**config.mk**
```make
export PLATFORM = sky130hd
export DESIGN_NAME = instr_mem_loader
export DESIGN_NICKNAME = d
export VERILOG_FILES = /design/src/rtl/instr_loader_pkg.sv /design/src/rtl/word_assembler.sv /design/src/rtl/instr_mem_loader.sv
export SDC_FILE = /design/constraint.sdc
export NUM_CORES = 1
export LEC_CHECK = 0
export BUFFER_PORTS_ARGS = -buffer_cell sky130_fd_sc_hd__buf_2
export CORE_ASPECT_RATIO = 1.75
export CORE_MARGIN = 2
export CORE_UTILIZATION = 54
export CTS_CLUSTER_SIZE = 14
export DETAILED_ROUTE_END_ITERATION = 12
export PLACE_DENSITY = 0.95
export SLEW_MARGIN = 20
export SYNTH_ARGS = -nofsm -noshare
export SYNTH_HDL_FRONTEND = slang
export SYNTH_SLANG_ARGS = --single-unit
```
**constraint.sdc**
```tcl
create_clock -name clk -period 3 [get_ports clk]
set_input_delay 0 -clock clk [delete_from_list [all_inputs] [get_ports clk]]
set_output_delay 0 -clock clk [all_outputs]
set_load 0.05 [all_outputs]
```
**src/rtl/instr_loader_pkg.sv**
```systemverilog
// Shared types and constants for the instruction memory loader.
// Latency: n/a (declarations only).
// Backpressure: n/a (declarations only).
//
// Contents: FSM state enum, default RAM depth, word-count width helper.
package instr_loader_pkg;

  typedef enum logic [2:0] {
    ST_IDLE  = 3'd0,
    ST_LOAD  = 3'd1,
    ST_WRITE = 3'd2,
    ST_CHECK = 3'd3,
    ST_DONE  = 3'd4
  } state_t;

  localparam int DEPTH_WORDS_DEF = 128;

  // The count port needs one extra bit so that a full-depth count is
  // representable alongside the 0-means-full encoding.
  function automatic int count_width(input int depth);
    return $clog2(depth) + 1;
  endfunction

  localparam int WCNT_W_DEF = count_width(DEPTH_WORDS_DEF);

endpackage

```
**src/rtl/word_assembler.sv**
```systemverilog
// Little-endian byte-to-word assembler with a 2-bit byte index.
// Latency: word_dat holds the full word the cycle after the 4th accepted byte.
// Backpressure: none; the parent only pulses byte_vld on an accepted byte.
//
// Ports:
//   clk, reset_n    clock, asynchronous active-low reset
//   clr             synchronous clear of index and word
//   byte_vld        accept byte_dat this cycle
//   byte_dat        incoming byte
//   word_dat        assembled word register
//   done            high in the cycle the 4th byte of a word is accepted
module word_assembler (
  input  logic        clk,
  input  logic        reset_n,
  input  logic        clr,
  input  logic        byte_vld,
  input  logic [7:0]  byte_dat,
  output logic [31:0] word_dat,
  output logic        done
);

  logic [1:0]  byte_idx_q;
  logic [31:0] word_q;

  // Shifting in from the top means four bytes fully replace the word, with
  // the first byte landing in [7:0]; no clear is needed between words.
  always_ff @(posedge clk or negedge reset_n) begin
    if (!reset_n) begin
      byte_idx_q <= 2'd0;
      word_q     <= 32'd0;
    end else if (clr) begin
      byte_idx_q <= 2'd0;
      word_q     <= 32'd0;
    end else if (byte_vld) begin
      byte_idx_q <= byte_idx_q + 2'd1;
      word_q     <= {byte_dat, word_q[31:8]};
    end
  end

  assign word_dat = word_q;
  assign done     = byte_vld && (byte_idx_q == 2'd3);

endmodule

```
**src/rtl/instr_mem_loader.sv**
```systemverilog
// Streams bytes into 32-bit words and writes them to instruction RAM.
// Latency: we_o one cycle after the 4th byte of a word; done_o one cycle later.
// Backpressure: byte_ready_o low outside LOAD/CHECK; valid gaps stall forever.
//
// Ports:
//   clk, reset_n      clock, asynchronous active-low reset
//   start_i           load request, honoured only in IDLE
//   word_count_i      words to load (0 = DEPTH_WORDS), sampled with start_i
//   byte_valid_i/byte_data_i/byte_ready_o   byte stream handshake
//   we_o/waddr_o/wdata_o                     RAM write port (zero unless writing)
//   cpu_stall_o       high whenever a load is in progress
//   done_o            one-cycle completion pulse
//   err_o             sticky checksum error
// Optional feature: define INSTR_LOADER_CHECKSUM_EN to append an XOR
// checksum byte to each load; otherwise err_o is tied low.
module instr_mem_loader
  import instr_loader_pkg::*;
#(
  parameter int DEPTH_WORDS = DEPTH_WORDS_DEF
) (
  input  logic                         clk,
  input  logic                         reset_n,
  input  logic                         start_i,
  input  logic [$clog2(DEPTH_WORDS):0] word_count_i,
  input  logic                         byte_valid_i,
  input  logic [7:0]                   byte_data_i,
  output logic                         byte_ready_o,
  output logic                         we_o,
  output logic [31:0]                  waddr_o,
  output logic [31:0]                  wdata_o,
  output logic                         cpu_stall_o,
  output logic                         done_o,
  output logic                         err_o
);

  localparam int WCNT_W = count_width(DEPTH_WORDS);
  localparam int IDX_W  = (DEPTH_WORDS > 1) ? $clog2(DEPTH_WORDS) : 1;

  state_t           state_q, state_d;
  logic [IDX_W-1:0] word_idx_q, last_idx_q, last_idx_d;
  logic             byte_fire, start_acc, load_fire, word_last, asm_done;
  logic [31:0]      asm_word;

  assign byte_fire = byte_valid_i && byte_ready_o;
  assign start_acc = (state_q == ST_IDLE) && start_i;
  assign load_fire = byte_fire && (state_q == ST_LOAD);
  assign word_last = (word_idx_q == last_idx_q);

  word_assembler u_word_assembler (
    .clk      (clk),
    .reset_n  (reset_n),
    .clr      (start_acc),
    .byte_vld (load_fire),
    .byte_dat (byte_data_i),
    .word_dat (asm_word),
    .done     (asm_done)
  );

  // Store the index of the final word rather than the count, so the index
  // never has to reach DEPTH_WORDS. Oversized counts clamp to a full load.
  always_comb begin
    if (word_count_i == '0 || word_count_i > WCNT_W'(DEPTH_WORDS)) begin
      last_idx_d = IDX_W'(DEPTH_WORDS - 1);
    end else begin
      last_idx_d = IDX_W'(word_count_i - WCNT_W'(1));
    end
  end

  // State register.
  always_ff @(posedge clk or negedge reset_n) begin
    if (!reset_n) begin
      state_q <= ST_IDLE;
    end else begin
      state_q <= state_d;
    end
  end

  // Next-state logic.
  always_comb begin
    state_d = state_q;
    case (state_q)
      ST_IDLE:  if (start_i) state_d = ST_LOAD;
      ST_LOAD:  if (asm_done) state_d = ST_WRITE;
      ST_WRITE: begin
        if (word_last) begin
`ifdef INSTR_LOADER_CHECKSUM_EN
          state_d = ST_CHECK;
`else
          state_d = ST_DONE;
`endif
        end else begin
          state_d = ST_LOAD;
        end
      end
`ifdef INSTR_LOADER_CHECKSUM_EN
      ST_CHECK: if (byte_fire) state_d = ST_DONE;
`endif
      ST_DONE:  state_d = ST_IDLE;
      default:  state_d = ST_IDLE;
    endcase
  end

  // Outputs; the RAM port is forced to zero outside WRITE.
  always_comb begin
    byte_ready_o = (state_q == ST_LOAD) || (state_q == ST_CHECK);
    we_o         = 1'b0;
    waddr_o      = 32'd0;
    wdata_o      = 32'd0;
    cpu_stall_o  = (state_q != ST_IDLE);
    done_o       = (state_q == ST_DONE);
    if (state_q == ST_WRITE) begin
      we_o                 = 1'b1;
      waddr_o[IDX_W+1:2]   = word_idx_q;
      wdata_o              = asm_word;
    end
  end

  // Word counters.
  always_ff @(posedge clk or negedge reset_n) begin
    if (!reset_n) begin
      word_idx_q <= '0;
      last_idx_q <= '0;
    end else if (start_acc) begin
      word_idx_q <= '0;
      last_idx_q <= last_idx_d;
    end else if (state_q == ST_WRITE && !word_last) begin
      word_idx_q <= word_idx_q + IDX_W'(1);
    end
  end

`ifdef INSTR_LOADER_CHECKSUM_EN
  logic [7:0] csum_q;
  logic       err_q;
  logic       check_fire;

  assign check_fire = byte_fire && (state_q == ST_CHECK);

  always_ff @(posedge clk or negedge reset_n) begin
    if (!reset_n) begin
      csum_q <= 8'd0;
      err_q  <= 1'b0;
    end else if (start_acc) begin
      csum_q <= 8'd0;
      err_q  <= 1'b0;
    end else begin
      if (load_fire) csum_q <= csum_q ^ byte_data_i;
      if (check_fire && (byte_data_i != csum_q)) err_q <= 1'b1;
    end
  end

  assign err_o = err_q;
`else
  assign err_o = 1'b0;
`endif

endmodule
```
; ---- Word-level counts from Yosys, hierarchy flattened
; Cells that the tools add are included.
[totals]
wordCells = 45
output_inout_bits = 69
input_bits = 20
reg_bits = 51
[op_classes]
muxes = 14
magnitude_cmp = 1
add_sub_neg = 3
eq_ne = 8
reduce_logical = 14
[op_table]
columns = cell, count
row1 = 2-to-1 mux 32 bit, 3
row2 = 2-to-1 mux 7 bit, 4
row3 = 2-to-1 mux 3 bit, 3
row4 = one-hot mux 3 bit (3 select lines), 1
row5 = "> comparator 8 bit, second input constant", 1
row6 = zero test 8 bit, 1
row7 = "adder 7 x 1 -> 7 bit, second input constant", 1
row8 = == test 7 bit, 1
row9 = "subtractor 7 x 1 -> 7 bit, second input constant", 1
row10 = "== test 3 x 2 -> 1 bit, second input constant", 2
row11 = logical AND 1 bit, 5
row12 = 2-to-1 mux 2 bit, 2
row13 = "!= test 2 bit, second input constant", 2
row14 = nonzero test 2 bit, 2
row15 = "== test 3 x 1 -> 1 bit, second input constant", 1
row16 = "== test 3 bit, second input constant", 1
row17 = zero test 3 bit, 1
row18 = nonzero test 3 bit, 1
row19 = "adder 2 x 1 -> 2 bit, second input constant", 1
row20 = "== test 2 bit, second input constant", 1
row21 = logical OR 1 bit, 2
row22 = AND reduction 2 bit, 1
row23 = zero test 1 bit, 1
row24 = 2-to-1 mux 1 bit, 1

; ---- Depth between registers and ports, before layout
[depth]
depth_word = 7
mapped_depth = 6
mapped_depth_nobuf = 6

; ---- Cells and area by module
; From an unflattened synthesis, not the netlist that was laid out.
[unflattened]
hier_cells = 300
area_unflattened_um2 = 2990.4
[by_module_without_submodules]
columns = module, seq_area_each_um2, cells_per_inst, area_per_inst_um2, instances
row1 = instr_mem_loader, 425.4, 188, 1562.7, 1
row2 = word_assembler, 850.8, 112, 1427.6, 1

; ---- Least setup slack after synthesis
; Ideal clock, no wire load.
[synth_path]
path_type = register to output
from = register state_q[0]
to = output port waddr_o[2]
t_arrival_ns = 1.878
required_time_ns = 3.000
n_path_buf = 1
path_stages_with_launch = 5
path_slack_ns = 1.122
cell_sequence = dfrtp_1 -> nand2b_1 -> nor2_2 -> clkbuf_1 -> and2_1
[synth_via]
elab_chain_cells = 2
[synth_rtl]
columns = item, line
row1 = start: declaration, instr_mem_loader.sv:39  ; state_t state_q, state_d;
row2 = start signal: assignment, instr_mem_loader.sv:74  ; state_q <= state_d;
row3 = == test 3 x 2 -> 1 bit, instr_mem_loader.sv:111  ; if (state_q == ST_WRITE) begin
row4 = 2-to-1 mux 7 bit, instr_mem_loader.sv:111
row5 = end: declaration, instr_mem_loader.sv:29  ; output logic [31:0] waddr_o,
; No other way between the ends.

; ---- Worst setup path in the final report
[layout_path]
from = register state_q[0]
to = output port wdata_o[11]
[layout_via]
elab_chain_cells = 2
[layout_rtl]
columns = item, line
row1 = == test 3 x 2 -> 1 bit, instr_mem_loader.sv:111
row2 = 2-to-1 mux 32 bit, instr_mem_loader.sv:111
row3 = end: declaration, instr_mem_loader.sv:30  ; output logic [31:0] wdata_o,
; No other way between the ends.

==> impl_metrics.json <==
{
  "status": "complete, no violations",
  "final_nets": 344,
  "finalSetupTns_ns": 0,
  "ys.flop_type": "dfrtp_1",
  "worstPathMaxFanout": 33,
  "fillCellCount": 364,
  "place.gp.congestion": 0.861,
  "die_h_um": 96.8,
  "reg2regPathDepth": 4,
  "drtAntennaViolNets": 0,
  "grt.total_usage": 0.207,
  "die-width_um": 57.0,
  "power.density_nw_per_um2": 762,
  "cts.path.max_buffers": 2,
  "ir_worst_vdd_v": 0.000619,
  "core_area_um2": 4710,
  "syn_area_um2": 2660,
  "cts.sinks": 51,
  "cts_root_buffer": "clkbuf_8",
  "port_buffers": 62,
  "cts_tree": "done",
  "clkTransAtPathRegs_ns": 0.09,
  "grt_pass1_vias": 1856,
  "cp-startpoint": "state_q[0]",
  "hold_viol_final": 0,
  "synth.mux.area_fraction": 0.00424,
  "arrival_ns": 2.01,
  "clkLatencyLatePin_ns": 0.30,
  "hp-class": "primary input to flop",
  "vias": 1998,
  "max_slew_margin": 0.523,
  "fmax_ghz": 0.497,
  "synthCells": 253,
  "setup_viol": 0,
  "start_kind": "flop",
  "area_growth_pct": 15.9,
  "worst_slew_pin_slew_ns": 0.714,
  "maxSlewViolCount": 0,
  "antenna_found_initial": 0,
  "drc": 0,
  "worstSetupPathType": "flop to output pin",
  "r2r_slack_ns": 1.18,
  "synth_top_family_by_area": "simple AND/OR/NAND/NOR gates",
  "worstSetupEndpointType": "output pin",
  "yosys_warnings": 0,
  "synth_xor_area_frac": 0.0428,
  "cts_setup_buffers": 0,
  "drv_cap": 0,
  "required_ns": 3.00,
  "io_pins": 89,
  "timing.final.crit_share": 0.670,
  "drt_first_pass_iters": 4,
  "grt-ovfl-total": 0,
  "register_area_um2": 1280,
  "clock_skew_ns": 0.00933,
  "cts-buffers-inserted": 5,
  "start_util": 0.565,
  "synth_cell_types": 37,
  "rsz0062_at_grt": "false",
  "ys_seq_area_frac": 0.480,
  "grt_max_degree": 52,
  "multi_input_area_um2": 1190,
  "first_iter_violations": 60,
  "min_to": "last_idx_q[2]",
  "die_area_um2": 5520,
  "hold_start": "word_count_i[2]",
  "num_rows": 33,
  "synth_edf_count": 0,
  "synthSimpleGateAreaFrac": 0.197,
  "postSynthRegisterBits": 51,
  "htreeDepth": 2,
  "grt_pass1_wl_um": 9050,
  "vias_per_cell": 5.36,
  "post-dp-hpwl_um": 3780,
  "drt-total-wl_um": 5450,
  "yosys.area_share.adder": 0.0188,
  "r2r_end": "u_word_assembler.byte_idx_q[0]",
  "regToRegStartpoint": "state_q[0]",
  "diodes": 0,
  "final_util": 0.654,
  "synth.avg_cell_area_um2": 10.5,
  "hold_depth": 3,
  "avgRoutedWirePerCell_um": 14.6,
  "power.leakage_nw": 1.63,
  "timing.final.crit_period_ns": 2.01,
  "async_reset_ff_frac": 1.00,
  "drive_above_1_share": 0.246,
  "synth-compound-area-share": 0.149
}
[layer usage]
metal / vias up / routed length, um / GRT usage
met1: 949 / 2230 / 0.259
met2: 85 / 2780 / 0.340
li1: 951 / - / -
met3: 13 / 287 / 0.0374
met5: - / 0 / 0
met4: 0 / 150 / 0.0948
[layout make-up]
type | count | area share
Sequential cell | 51 | 0.414
Multi-Input combinational cell | 184 | 0.387
Timing Repair Buffer | 74 | 0.139
Clock buffer | 7 | 0.0313
Tap cell | 52 | 0.0211
Inverter | 4 | 0.00487
Clock inverter | 1 | 0.00244
[critical path, stage by stage, from the launching register on]
cell and delay (ns):
dfrtp_1 0.45, nand2b_1 0.20, nor2_2 0.26, buf_4 0.33
and2_1 0.19, buf_2 0.27
[timing repair]
item                                    4_1_cts  5_1_grt
hold buffers                                 10        0
hold endpoints to repair                     60        0
endpoints found under the setup margin        0        0
gates resized for setup                       0        0
[registers in the layout, indices dropped and copies added, names as in the netlist]
| name | flops |
|---|---|
| u_word_assembler.byte_idx_q | 2 |
| last_idx_q | 7 |
| word_idx_q | 7 |
| state_q | 3 |
| u_word_assembler.word_dat | 32 |
[synth_stat cells (4+ instances only)]
library cell  instances  area (um2)
and2_1               42         263
a22o_1               33         289
xnor2_1              10        87.6
ha_1                  4        50.1
inv_1                 4        15.0
and3_1                4        25.0
buf_4                30         225
nand2_1               8        30.0
a21oi_1               8        40.0
clkbuf_1              4        15.0
nor2_1               13        48.8
dfrtp_1              51        1280
nand3_1               5        25.0
[cells by family after synthesis]
logic type | after synthesis
AND/OR/NAND/NOR | 90
flip-flops | 51
AO/OA/AOI/OAI | 50
buffers and inverters | 43
XOR/XNOR | 13
adder cells (fa/ha/maj) | 4
other | 1
multiplexers | 1
[metrics by stage]
stage	total power (W)	hold WS, ns	cell area, um2	cells	worst slack, ns
finish	0.00235	0.0285	3080	373	0.989
global route	0.00249	0.0327	3080	373	0.819
CTS	0.00235	0.00878	3080	373	0.963
detailed placement	0.00191	0.205	2870	355	1.17
global placement	0.00187	0.210	2870	355	1.28
floorplan	0.00177	-0.296	2750	278	1.12
[cells in the final DEF (no fill, tap or decap), drive strengths merged, types with 4 or more instances in the layout]
master,netlist,final
dlygate4sd3,0,10
xnor2,10,10
and2,42,42
nand2,8,8
nand3,5,5
a22o,33,33
a21oi,8,8
inv,4,4
nor2,15,15
conb,1,26
buf,35,64
nor3,4,4
clkbuf,4,7
and3,4,4
dfrtp,51,51
ha,4,4
[worst max path at each step]
stage,endpoint,slack (ns),cells after the start
global route,wdata_o[11],0.82,5
finish,wdata_o[11],0.99,5
floorplan,waddr_o[2],1.12,4
detailed placement,u_word_assembler.byte_idx_q[0],1.17,4
CTS,wdata_o[11],0.96,5
global placement,word_idx_q[6],1.28,5
[report_power, final]
| group | internal (W) | switching [W] |
|---|---|---|
| Clock | 0.000210 | 0.000217 |
| Combinational | 0.000308 | 0.000441 |
| Sequential | 0.000952 | 0.000218 |
No activity file was read; power rests on OpenSTA's default activity.
